<file path="config.mk">
export PLATFORM = sky130hd
export DESIGN_NAME = cpu_trace_buffer_flat
export DESIGN_NICKNAME = d
export VERILOG_FILES = /design/src/rtl/cpu_trace_pkg.sv /design/src/rtl/cpu_trace_buffer_if.sv /design/src/rtl/cpu_trace_buffer_ram.sv /design/src/rtl/cpu_trace_buffer.sv /design/src/flat_wrapper.sv
export SDC_FILE = /design/constraint.sdc
export NUM_CORES = 1
export LEC_CHECK = 0
export ABC_CLOCK_PERIOD_IN_PS = 10000
export CAP_MARGIN = 20
export CORE_UTILIZATION = 25
export CTS_BUF_LIST = sky130_fd_sc_hd__clkbuf_8
export CTS_CLUSTER_SIZE = 14
export DETAILED_ROUTE_END_ITERATION = 7
export DONT_BUFFER_PORTS = 1
export HOLD_SLACK_MARGIN = 0.15
export SLEW_MARGIN = 15
export SYNTH_ARGS = -nofsm -noshare
export SYNTH_HDL_FRONTEND = slang
export SYNTH_SLANG_ARGS = --single-unit
</file>
<file path="constraint.sdc">
create_clock -name clk -period 10 [get_ports clk]
set_input_delay 1 -clock clk [delete_from_list [all_inputs] [get_ports clk]]
set_output_delay 1 -clock clk [all_outputs]
set_load 0.05 [all_outputs]
</file>
<file path="src/rtl/cpu_trace_pkg.sv">
// Shared types and constants for the CPU trace recorder: FSM states,
// capture-mode encodings and the packed record width.
package cpu_trace_pkg;

  typedef enum logic [1:0] {
    IDLE  = 2'd0,
    ARMED = 2'd1,
    POST  = 2'd2,
    DONE  = 2'd3
  } trace_state_e;

  localparam logic [1:0] MODE_ALL       = 2'b00;
  localparam logic [1:0] MODE_PCCHG     = 2'b01;
  localparam logic [1:0] MODE_DSP       = 2'b10;
  localparam logic [1:0] MODE_PC_OR_DSP = 2'b11;

  // Record layout, MSB first: {pc, alu_result, op_dsp, start_dsp, timestamp}
  function automatic int rec_width(input int xlen, input int ts_w);
    return 2 * xlen + 3 + ts_w;
  endfunction

endpackage

</file>
<file path="src/rtl/cpu_trace_buffer_if.sv">
// Readout stream of the trace buffer: one record per accepted transfer.
interface cpu_trace_buffer_if #(
  parameter int XLEN = 32,
  parameter int TS_W = 16
);
  // A record transfers on a rising edge where rd_valid and rd_ready are both 1.
  // While rd_valid=1 and rd_ready=0 the producer holds every rd_* field stable;
  // rd_valid never depends combinationally on rd_ready.
  logic            rd_valid;
  logic            rd_ready;
  logic [XLEN-1:0] rd_pc;
  logic [XLEN-1:0] rd_alu;
  logic [1:0]      rd_op;
  logic            rd_dsp;
  logic [TS_W-1:0] rd_ts;

  modport master (
    output rd_valid, rd_pc, rd_alu, rd_op, rd_dsp, rd_ts,
    input  rd_ready
  );

  modport slave (
    input  rd_valid, rd_pc, rd_alu, rd_op, rd_dsp, rd_ts,
    output rd_ready
  );
endinterface

</file>
<file path="src/rtl/cpu_trace_buffer_ram.sv">
// Record storage for the trace buffer: synchronous write, asynchronous read.
module trace_ring_ram #(
  parameter int W     = 83,
  parameter int DEPTH = 16,
  parameter int AW    = $clog2(DEPTH)
) (
  input  logic          clk,
  input  logic          we,
  input  logic [AW-1:0] waddr,
  input  logic [W-1:0]  wdata,
  input  logic [AW-1:0] raddr,
  output logic [W-1:0]  rdata
);
  logic [W-1:0] mem [DEPTH];

  always_ff @(posedge clk) begin
    if (we) mem[waddr] <= wdata;
  end

  assign rdata = mem[raddr];
endmodule

</file>
<file path="src/rtl/cpu_trace_buffer.sv">
// On-chip trace recorder for the CPU pipeline: qualified capture into a ring,
// PC-match trigger with post-trigger count, oldest-first drain over a stream.
module cpu_trace_buffer
  import cpu_trace_pkg::*;
#(
  parameter int XLEN      = 32,
  parameter int DEPTH     = 16,
  parameter int TS_W      = 16,
  parameter int POST_TRIG = 8
) (
  input  logic                   clk,
  input  logic                   reset_n,
  input  logic [XLEN-1:0]        pc,
  input  logic [XLEN-1:0]        alu_result,
  input  logic                   start_dsp,
  input  logic [1:0]             op_dsp,
  input  logic [1:0]             mode,
  input  logic                   arm,
  input  logic                   stop,
  input  logic                   trig_en,
  input  logic [XLEN-1:0]        trig_pc,
  cpu_trace_buffer_if.master     rd,
  output logic [1:0]             state,
  output logic [$clog2(DEPTH):0] count,
  output logic                   overflow
);
  localparam int AW = $clog2(DEPTH);
  localparam int CW = AW + 1;
  localparam int RW = rec_width(XLEN, TS_W);

  trace_state_e    cur_state, nxt_state;
  logic [AW-1:0]   wr_ptr, rd_ptr;
  logic [TS_W-1:0] ts;
  logic [CW-1:0]   post_cnt, nxt_post;
  logic [XLEN-1:0] prev_pc;
  logic            prev_valid;
  logic            active, pc_chg, q, capture, pop, clear, trig_hit, full;
  logic [RW-1:0]   wdata, rdata;

  assign active   = (cur_state == ARMED) || (cur_state == POST);
  assign pc_chg   = !prev_valid || (pc != prev_pc);
  assign trig_hit = trig_en && (pc == trig_pc);
  assign full     = (count == CW'(DEPTH));

  always_comb begin
    q = 1'b0;
    case (mode)
      MODE_ALL:   q = 1'b1;
      MODE_PCCHG: q = pc_chg;
      MODE_DSP:   q = start_dsp;
      default:    q = pc_chg || start_dsp;
    endcase
  end

  // arm wins over everything, so a restart never also writes a record
  assign capture = active && q && !arm;
  assign pop     = (cur_state == DONE) && (count != '0) && rd.rd_ready && !arm;

  always_comb begin
    nxt_state = cur_state;
    nxt_post  = post_cnt;
    clear     = 1'b0;
    if (arm) begin
      nxt_state = ARMED;
      clear     = 1'b1;
    end else begin
      case (cur_state)
        ARMED: begin
          if (stop) begin
            nxt_state = DONE;
          end else if (trig_hit) begin
            if (POST_TRIG == 0) begin
              nxt_state = DONE;
            end else begin
              nxt_state = POST;
              nxt_post  = CW'(POST_TRIG);
            end
          end
        end
        POST: begin
          if (stop) begin
            nxt_state = DONE;
          end else if (capture) begin
            nxt_post = post_cnt - CW'(1);
            if (post_cnt == CW'(1)) nxt_state = DONE;
          end
        end
        DONE: begin
          if (count == '0) nxt_state = IDLE;
        end
        default: ;
      endcase
    end
  end

  always_ff @(posedge clk or negedge reset_n) begin
    if (!reset_n) begin
      cur_state  <= IDLE;
      wr_ptr     <= '0;
      rd_ptr     <= '0;
      count      <= '0;
      ts         <= '0;
      post_cnt   <= '0;
      overflow   <= 1'b0;
      prev_pc    <= '0;
      prev_valid <= 1'b0;
    end else begin
      cur_state <= nxt_state;
      if (clear) begin
        wr_ptr     <= '0;
        rd_ptr     <= '0;
        count      <= '0;
        ts         <= '0;
        post_cnt   <= '0;
        overflow   <= 1'b0;
        prev_valid <= 1'b0;
      end else begin
        post_cnt <= nxt_post;
        if (active) begin
          ts         <= ts + TS_W'(1);
          prev_pc    <= pc;
          prev_valid <= 1'b1;
        end
        // A full ring keeps the newest DEPTH records by dropping the oldest
        if (capture) begin
          wr_ptr <= wr_ptr + AW'(1);
          if (full) begin
            rd_ptr   <= rd_ptr + AW'(1);
            overflow <= 1'b1;
          end else begin
            count <= count + CW'(1);
          end
        end
        if (pop) begin
          rd_ptr <= rd_ptr + AW'(1);
          count  <= count - CW'(1);
        end
      end
    end
  end

  assign wdata = {pc, alu_result, op_dsp, start_dsp, ts};

  trace_ring_ram #(
    .W     (RW),
    .DEPTH (DEPTH)
  ) u_ram (
    .clk   (clk),
    .we    (capture),
    .waddr (wr_ptr),
    .wdata (wdata),
    .raddr (rd_ptr),
    .rdata (rdata)
  );

  assign rd.rd_valid = (cur_state == DONE) && (count != '0);
  assign rd.rd_pc    = rdata[RW-1 -: XLEN];
  assign rd.rd_alu   = rdata[RW-1-XLEN -: XLEN];
  assign rd.rd_op    = rdata[TS_W+2 -: 2];
  assign rd.rd_dsp   = rdata[TS_W];
  assign rd.rd_ts    = rdata[TS_W-1:0];
  assign state       = cur_state;
endmodule

</file>
<file path="src/flat_wrapper.sv">
// flat-port wrapper written by rule: the top's interface ports become plain ports
module cpu_trace_buffer_flat import cpu_trace_pkg::*;
#(
  parameter int XLEN      = 32,
  parameter int DEPTH     = 16,
  parameter int TS_W      = 16,
  parameter int POST_TRIG = 8
)
  (clk, reset_n, pc, alu_result, start_dsp, op_dsp, mode, arm, stop, trig_en, trig_pc, state, count, overflow, rd_rd_valid, rd_rd_pc, rd_rd_alu, rd_rd_op, rd_rd_dsp, rd_rd_ts, rd_rd_ready);
  cpu_trace_buffer_if #(.XLEN(XLEN), .TS_W(TS_W)) rd_i ();
  input  logic clk;
  input  logic reset_n;
  input  logic [XLEN-1:0] pc;
  input  logic [XLEN-1:0] alu_result;
  input  logic start_dsp;
  input  logic [1:0] op_dsp;
  input  logic [1:0] mode;
  input  logic arm;
  input  logic stop;
  input  logic trig_en;
  input  logic [XLEN-1:0] trig_pc;
  output logic [1:0] state;
  output logic [$clog2(DEPTH):0] count;
  output logic overflow;
  output wire logic [$bits(rd_i.rd_valid)-1:0] rd_rd_valid;
  output wire logic [$bits(rd_i.rd_pc)-1:0] rd_rd_pc;
  output wire logic [$bits(rd_i.rd_alu)-1:0] rd_rd_alu;
  output wire logic [$bits(rd_i.rd_op)-1:0] rd_rd_op;
  output wire logic [$bits(rd_i.rd_dsp)-1:0] rd_rd_dsp;
  output wire logic [$bits(rd_i.rd_ts)-1:0] rd_rd_ts;
  input wire logic [$bits(rd_i.rd_ready)-1:0] rd_rd_ready;
  assign rd_rd_valid = rd_i.rd_valid;
  assign rd_rd_pc = rd_i.rd_pc;
  assign rd_rd_alu = rd_i.rd_alu;
  assign rd_rd_op = rd_i.rd_op;
  assign rd_rd_dsp = rd_i.rd_dsp;
  assign rd_rd_ts = rd_i.rd_ts;
  assign rd_i.rd_ready = rd_rd_ready;
  cpu_trace_buffer #(.XLEN(XLEN), .DEPTH(DEPTH), .TS_W(TS_W), .POST_TRIG(POST_TRIG)) u_core (.clk(clk), .reset_n(reset_n), .pc(pc), .alu_result(alu_result), .start_dsp(start_dsp), .op_dsp(op_dsp), .mode(mode), .arm(arm), .stop(stop), .trig_en(trig_en), .trig_pc(trig_pc), .rd(rd_i), .state(state), .count(count), .overflow(overflow));
endmodule
</file>
==> reports/results.ini <==
[global_routing]
antenna_found_initial = 20
grt_pass1_vias = 28900
grt_overflow = 0
grt_pass1_wl_mm = 208
grt_max_degree = 137
grt_usage_pct = 12.8

[route]
ant_nets = 0
vias = 28100
viasPerCell = 4.60
dr.first_iter.drc_count = 2302
wirelength_mm = 144
drtPass1Iterations = 5
drc = 0
wire_per_inst_um = 23.6

[worst_setup_path]
cp_top_family = buffers and inverters
crit_fanout = 61
cp_data_required_time_ns = 9.00
start_kind = flip-flop
reg2reg_setup_slack_ns = 4.71
r2r-start = u_core.state[0]$_DFFE_PN0P_
critPathLaunch = u_core.rd_ptr[1]$_DFFE_PN0P_
ff2ff_path_depth = 7
worstPathArrival_ns = 5.64
cp_num_buf_inv = 2
critPathSlowestCell = dfrtp_4
end_kind = output port
worstSetupPathType = reg2out
worst-path-stages = 6
cp_cell_sequence = buf_4, and2_4, buf_4, a221oi_1, a22oi_1, nand2_1
timing.rr.end = u_core.u_ram.mem[14][27]$_DFFE_PP_
max_stage_delay_ns = 1.00
crit_top_cell = buf_4

[clock_tree]
ctsRootBufferMaster = clkbuf_8
cts_buffer_depth = 3
clock_sinks = 1398
cts_hold_buf = 71
clk_pin_slew_ns = 0.06
cts_htree_levels = 4
cts_resized = 0
worstSkewPairLatency_ns = 0.91
cts_tree = built
cts_buffers = 207
post_cts_buffers = 0

[floorplan]
ioPinCount = 199
rows = 171
start_util_pct = 25.2
die-area_mm2 = 0.221
die_x_um = 470
die_h_um = 470
core_mm2 = 0.218

[timing]
drv_slew = 0
tns_ns = 0
setup_viol = 0
period_minus_slack_ns = 6.64
rsz0062_at_grt = no
max-slew-margin-rel_pct = 21.4
post-route-period-util_pct = 66.4
fmax_mhz = 150
finClkSkew_ns = 0.0450
worst_pin_slew_ns = 1.18
hold_viol = 0

[place]
dp.final_hpwl_mm = 80.3
port_buffers = 0
post_dp_cell_area_mm2 = 0.0583
dp_cells = 5654
gp_congestion = 0.730

[final_layout]
postLayoutCoreUtil_pct = 29.0
drive_gt1_share_pct = 19.6
fin_cells = 6120
fin_area_mm2 = 0.0632
fin_nets = 3204
mostFrequentLayoutCells = 1328 x edfxtp_1, 255 x mux2i_1, 220 x clkbuf_8
syn_to_final_growth_pct = 15.3
layout_commonest_cell = edfxtp_1

[run_status]
outcome = finished clean

[synthesis]
synth_ff_type = edfxtp_1
ys_top_cells_by_area = edfxtp_1 73%, mux4_2 6.8%, mux2i_1 4.7%
ys_warn_count = 0
synth_edf_count = 1328
synth.avg_cell_area_um2 = 18.9
synth_area_leader_cell = edfxtp_1
ys_seq_area_share_pct = 75.9
yosysTopAreaCellShare_pct = 72.7
syn_area_mm2 = 0.0548
synthesis.nets = 3019
netlist_instances = 2897
async_flop_share_pct = 5.01
synth.distinct_cells = 52
yosys_register_bits = 1398

[min_path]
hp-class = in2reg
whs_path_depth = 1
min_to = u_core.prev_pc[11]$_DFFE_PN0P_
holdCritStartpoint = pc[11]

[power]
leakage_nw = 19.5
peakVddDrop_mv = 0.157
powerDensity_mw_per_mm2 = 218

[flow_run]
maxCapViolCount = 0

==> layer usage <==
metal | GRT usage, % | vias up | wire length (µm)
met4 | 2.98 | 4 | 2130
met1 | 17.1 | 14800 | 63600
li1 | - | 12200 | -
met3 | 3.25 | 189 | 9930
met5 | 0 | - | 23
met2 | 20.8 | 913 | 68700
==> through the flow <==
step	hold slack [ns]	setup WS, ns	power (mW)
floorplan	0.443	1.78	8.69
global placement	0.466	4.03	9.26
detailed placement	0.471	3.98	9.28
CTS	0.151	2.98	14.0
global route	0.179	2.95	14.3
finish	0.246	3.36	13.8
==> final cells by class <==
cell class                 count  area [µm²]
fill                       21300      154000
sequential                  1398       41600
multi-input combinational   1331       12600
tap                         2854        3570
clock buffer                 220        3030
timing repair buffer         125        1210
clock inverter               163        1030
inverter                      19        71.3
antenna                       10        25.0
==> state kept, by name, indices dropped and copies added (netlist names) <==
register	count
u_core.ts	16
u_core.wr_ptr	4
u_core.prev_valid	1
u_core.prev_pc	32
u_core.count	5
u_core.u_ram.mem	1328
u_core.state	2
u_core.post_cnt	5
u_core.overflow	1
u_core.rd_ptr	4
==> worst max path at each step <==
stage / end / slack (ns)
CTS: rd_rd_ts[5] / 2.98
global route: rd_rd_ts[5] / 2.95
detailed placement: rd_rd_ts[5] / 3.98
global placement: rd_rd_ts[5] / 4.03
finish: rd_rd_alu[23] / 3.36
floorplan: u_core.u_ram.mem[4][0]$_DFFE_PP_ / 1.78
==> kinds of logic after synthesis <==
family	share of synthesized area [%]
mux	13.9
simple gates	1.96
buf+inv	1.23
fa+ha+maj	0.356
compound gates	5.34
xor+xnor	1.33
flops	75.9
==> worst register-to-register path: stages (launching register included) <==
cell	delay [ns]
dfrtp_1	0.73
inv_1	0.17
ha_1	0.50
nor2_4	0.83
o21ai_2	0.50
nor2_4	0.79
buf_4	0.89
buf_4	0.53
==> cell usage after synthesis (all sizes together), types with 2 or more instances <==
| master | number |
|---|---|
| a21o | 2 |
| a21oi | 96 |
| a221oi | 83 |
| a22oi | 83 |
| a31oi | 4 |
| and2 | 6 |
| and3 | 9 |
| buf | 58 |
| clkbuf | 91 |
| dfrtp | 70 |
| edfxtp | 1328 |
| ha | 14 |
| inv | 19 |
| mux2 | 116 |
| mux2i | 255 |
| mux4 | 166 |
| nand2 | 114 |
| nand2b | 2 |
| nand3 | 14 |
| nand4 | 14 |
| nor2 | 40 |
| nor2b | 3 |
| nor3 | 9 |
| nor4 | 9 |
| o2111ai | 3 |
| o21a | 4 |
| o21ai | 178 |
| o31ai | 2 |
| or3 | 9 |
| or4 | 2 |
| xnor2 | 34 |
| xor2 | 49 |
==> report_power, final <==
part	internal (mW)	total (mW)	switching, mW
clock network	2.33	4.58	2.25
logic	0.819	2.34	1.52
registers	6.69	6.85	0.156
total	9.84	13.8	3.93
(Power assumes the default switching activity.)
==> edit 1: new RTL, same settings <==
`TS_W` is set to 16 in 3 places; all go to 32.
--- a/src/rtl/cpu_trace_buffer_if.sv
+++ b/src/rtl/cpu_trace_buffer_if.sv
@@ -3,3 +3,3 @@
   parameter int XLEN = 32,
-  parameter int TS_W = 16
+  parameter int TS_W = 32
 );
--- a/src/rtl/cpu_trace_buffer.sv
+++ b/src/rtl/cpu_trace_buffer.sv
@@ -7,3 +7,3 @@
   parameter int DEPTH     = 16,
-  parameter int TS_W      = 16,
+  parameter int TS_W      = 32,
   parameter int POST_TRIG = 8
--- a/src/flat_wrapper.sv
+++ b/src/flat_wrapper.sv
@@ -5,3 +5,3 @@
   parameter int DEPTH     = 16,
-  parameter int TS_W      = 16,
+  parameter int TS_W      = 32,
   parameter int POST_TRIG = 8
Interface: changed (resized rd_rd_ts); port bits go from 199 to 215. The function was not compared with the original's and may differ.
==> edit 1 against the original RTL <==
First-iteration DRC count up 38%; maximum frequency increased by 11%; power grew 21%; clock skew increased by 0.038 ns; via count grew 21%; sequential cell count grew 272; worst setup slack improved by 0.67 ns; wire length is 23% higher; cell area grew 20%; area after synthesis grew 19%; critical path type unchanged; largest power group unchanged.
==> edit 1: results (changes against the original RTL) <==
[logic_synthesis]
synth_fa_ha_area_frac=0.00298  ; -0.000576
synth-edff-count=1584  ; +19%
synth-compound-area-share=0.0537  ; +0.000347
syn_area_per_cell_um2=19.0  ; +0.60%
seq_area_frac_synth=0.760  ; +0.000916
ys_top_cells_by_area=edfxtp_1 73%, mux4_2 6.8%, mux2i_1 4.6%, dfrtp_1 3.3%, mux2_2 2.2%
ys_types=62  ; +19%
async_flop_share=0.0515  ; +0.00143
synth_common_cells=1584 x edfxtp_1, 300 x mux2i_1, 204 x o21ai_0, 198 x mux4_2, 130 x mux2_2
yosys_warnings=0  ; unchanged
synth_fp_nets=3557  ; +18%
synth_xor_area_frac=0.0129  ; -0.000403
synth.area.mux_share=0.137  ; -0.00140

[cts]
postCtsResizedCells=0  ; unchanged
clockBufferDepth=4  ; +1
worstSkewPairLatency_ns=1.01  ; +0.10 ns
clk_pin_slew_ns=0.06  ; about the same
cts_hold_buf=70  ; -1.4%
post_cts_buffers=0  ; unchanged
htree_levels=5  ; +1
cts-buffers-inserted=297  ; +43%

[finish]
nets=3808  ; +19%
drive_above_1_share=0.201  ; +0.00498
n_fill_cell=25500  ; +20%
reg.largest.list=u_core.u_ram.mem x1584, u_core.prev_pc x32, u_core.ts x32
fin_area_um2=75600  ; +20%

[detailed_routing]
route.met3.wl_um=11600  ; +17%
wl_per_cell_um=24.1  ; +2.0%
num_vias=34000  ; +21%
viasPerCell=4.60  ; about the same
routed.top_layer=met5
drtIter0Drc=3172  ; +38%
wl_met2_um=83000  ; +21%
drtPass1Iterations=6  ; +1
met1_length_um=79600  ; +25%

[grt]
grt_use_total=0.132  ; +0.00388
grt_pass1_vias=35100  ; +22%
grt_antenna_before_repair=27  ; +35%
grt_pass1_wl_um=251000  ; +21%
grt_start_max_net_pins=133  ; -2.9%

[placement]
place_hpwl_um=90300  ; +12%
dp_slack_ns=4.96  ; +0.978 ns
place_area_um2=69700  ; +19%
dp.cells=6813  ; +20%
place.gp.congestion=0.712  ; -2.5%
portBuffers=0  ; unchanged

[timing]
maxSlewHeadroom=0.259  ; +0.0454
finClkSkew_ns=0.0828  ; +0.0378 ns

[pwr]
leakage_uw=0.0234  ; +20%
irDropWorstVdd_uv=130  ; -17%

[status]
status=completed

[setup_path]
arrival_ns=4.98  ; -0.66 ns
worst-path-max-fanout=116  ; +90%

[hold_path]
hold_class=in -> reg

[edit 1: routing by layer]
metal,global-route usage,vias up
met2,0.208,1200
li1,-,14500
met4,0.0404,4
met5,0,-
met3,0.0310,262
met1,0.179,18000
[edit 1: cells by family after synthesis]
kind of cell             after synthesis
XOR/XNOR                              96
adder cells (fa/ha/maj)               15
AND/OR/NAND/NOR                      279
multiplexers                         632
buffers and inverters                195
AO/OA/AOI/OAI                        548
flip-flops                          1670
[edit 1: worst max-delay path: stages (launching register included)]
cell and delay (ns):
dfrtp_4 0.80, buf_12 0.68, and2_4 0.58, buf_4 0.80
a221oi_1 0.25, o21ai_0 0.24, nand2_1 0.47
[edit 1: area by class of cell]
type | instances | share of cell area
Antenna cell | 10 | 0.000331
Clock buffer | 312 | 0.0568
Inverter | 21 | 0.00104
Multi-Input combinational cell | 1570 | 0.198
Sequential cell | 1670 | 0.658
Clock inverter | 188 | 0.0113
Tap cell | 3496 | 0.0579
Timing Repair Buffer | 126 | 0.0164
[edit 1: report_power, final]
part           switching [µW]  internal, µW  leakage, µW
Sequential                207          7960       0.0155
Combinational            1830          1010      0.00492
Clock                    2720          2920      0.00296
[edit 1: final timing paths]
kind / start / slack (ns) / end / cells past startpoint
max in group asynchronous: reset_n / 8.89 / u_core.rd_ptr[3] / 2
min reg2reg: u_core.prev_valid / 0.48 / u_core.prev_valid / 1
min in group asynchronous: reset_n / 0.50 / u_core.count[0] / 2
min: pc[29] / 0.27 / u_core.u_ram.mem[8][96] / 1
max: u_core.rd_ptr[1] / 4.02 / rd_rd_ts[15] / 6
max reg2reg: u_core.state[0] / 5.12 / u_core.u_ram.mem[12][50] / 7
==> edit 2: new RTL, same settings <==
Without the edit above. Compare `count` against `CW'(DEPTH)` with >= in place of ==.
--- a/src/rtl/cpu_trace_buffer.sv
+++ b/src/rtl/cpu_trace_buffer.sv
@@ -42,3 +42,3 @@
   assign trig_hit = trig_en && (pc == trig_pc);
-  assign full     = (count == CW'(DEPTH));
+  assign full     = (count >= CW'(DEPTH));
 
Behaviour: no difference found for any inputs over 4 cycles, from zero or initial values and one cycle with reset_n low; that may be too few to reach the edited logic, so the function may still have changed.
==> edit 2 against the original RTL <==
Wire length is 3.3% higher; area after synthesis hardly changed; clock power is 5.5% lower; worst hold slack better by 0.040 ns; register-to-register slack better by 0.59 ns; cell area is 0.45% lower; worst setup slack better by 0.60 ns; power is 1.5% higher; non-clock buffer count is 7 lower; synthesized cell count is 0.21% higher; sequential power is 0.7% higher; sequential cell count stayed put; largest power group unchanged; highest routed layer unchanged.
==> edit 2: results (changes against the original RTL) <==
[pwr]
comb_power_share=0.196  ; +0.026
seq_power_uw=6900  ; +0.7%
internal-power_uw=9780  ; -0.59%
irDropWorstVdd_uv=174  ; +10%

[finish]
seq_area_frac=0.662  ; +0.00296
nClkBuffers=219  ; -0.45%
nets=3202  ; -0.062%
clkCellAreaFrac=0.0601  ; -0.00405
drive_above_1_share=0.193  ; -0.00304
final_cells=6105  ; -0.25%
signal_buffers=118  ; -5.6%
fin_util=0.289  ; -0.00130
antennaDiodeCount=11  ; +1
multiInputGateArea_um2=12700  ; +0.28%

[logic_synthesis]
synth_xor_area_frac=0.0126  ; -0.000644
synth_fp_nets=3025  ; +0.20%
ys_top_cells_by_area=edfxtp_1 73%, mux4_2 6.8%, mux2i_1 4.6%, dfrtp_1 3.2%, mux2_2 2.4%
syn_area_per_cell_um2=18.9  ; -0.16%
seq_area_frac_synth=0.759  ; about the same
ys_types=58  ; +12%
synth-compound-area-share=0.0533  ; about the same

[grt]
grt_pass1_wl_um=212000  ; +1.9%
grt_start_max_net_pins=132  ; -3.6%
grtUsageMet1=0.170  ; -0.00108
grtUsageMet2=0.207  ; -0.000353
grt_use_total=0.132  ; +0.00363

[floorplan]
die_w_um=470  ; about the same

[setup_path]
arrival_ns=5.05  ; -0.59 ns
worst_r2r_path_depth=8  ; +1
slowest_delay_ns=0.91  ; -0.09 ns

[placement]
place_hpwl_um=76500  ; -4.7%
place_area_um2=58400  ; about the same
dp.cells=5657  ; +0.053%
place.gp.congestion=0.719  ; -1.5%

[detailed_routing]
route.met3.wl_um=12000  ; +21%
wl_met2_um=69400  ; +0.90%
wl_per_cell_um=24.4  ; +3.5%

[hold_path]
holdPathStages=2  ; +1

[status]
status=completed

[cts]
worstSkewPairLatency_ns=0.95  ; +0.04 ns
cts-buffers-inserted=205  ; -0.97%

[timing]
maxSlewHeadroom=0.226  ; +0.0117

edit 2: cell types whose count changed after synthesis, moves of 6 or more:
cell / before / now
buf_2: 37 / 15
nand2_1: 112 / 106
or3_1: 9 / 2
xor2_1: 49 / 41
nand4_1: 13 / 21
nand2b_1: 2 / 8
buf_1: 21 / 32
clkbuf_1: 91 / 101
edit 2: worst paths after layout:
path                                                 to  slack (ns)                from
min in group asynchronous                  u_core.ts[6]        0.64             reset_n
worst min register to register       u_core.post_cnt[1]        0.53  u_core.post_cnt[1]
max in group asynchronous               u_core.count[3]        8.89             reset_n
worst max-delay path                       rd_rd_pc[27]        3.95    u_core.rd_ptr[1]
worst max register to register  u_core.u_ram.mem[0][33]        5.30     u_core.state[0]
worst min-delay path                    u_core.count[0]        0.29                 arm
edit 2: what timing repair did:
action,CTS,global route
hold buffers,70,0
endpoints found under the setup margin,0,0
hold endpoints to repair,1204,0
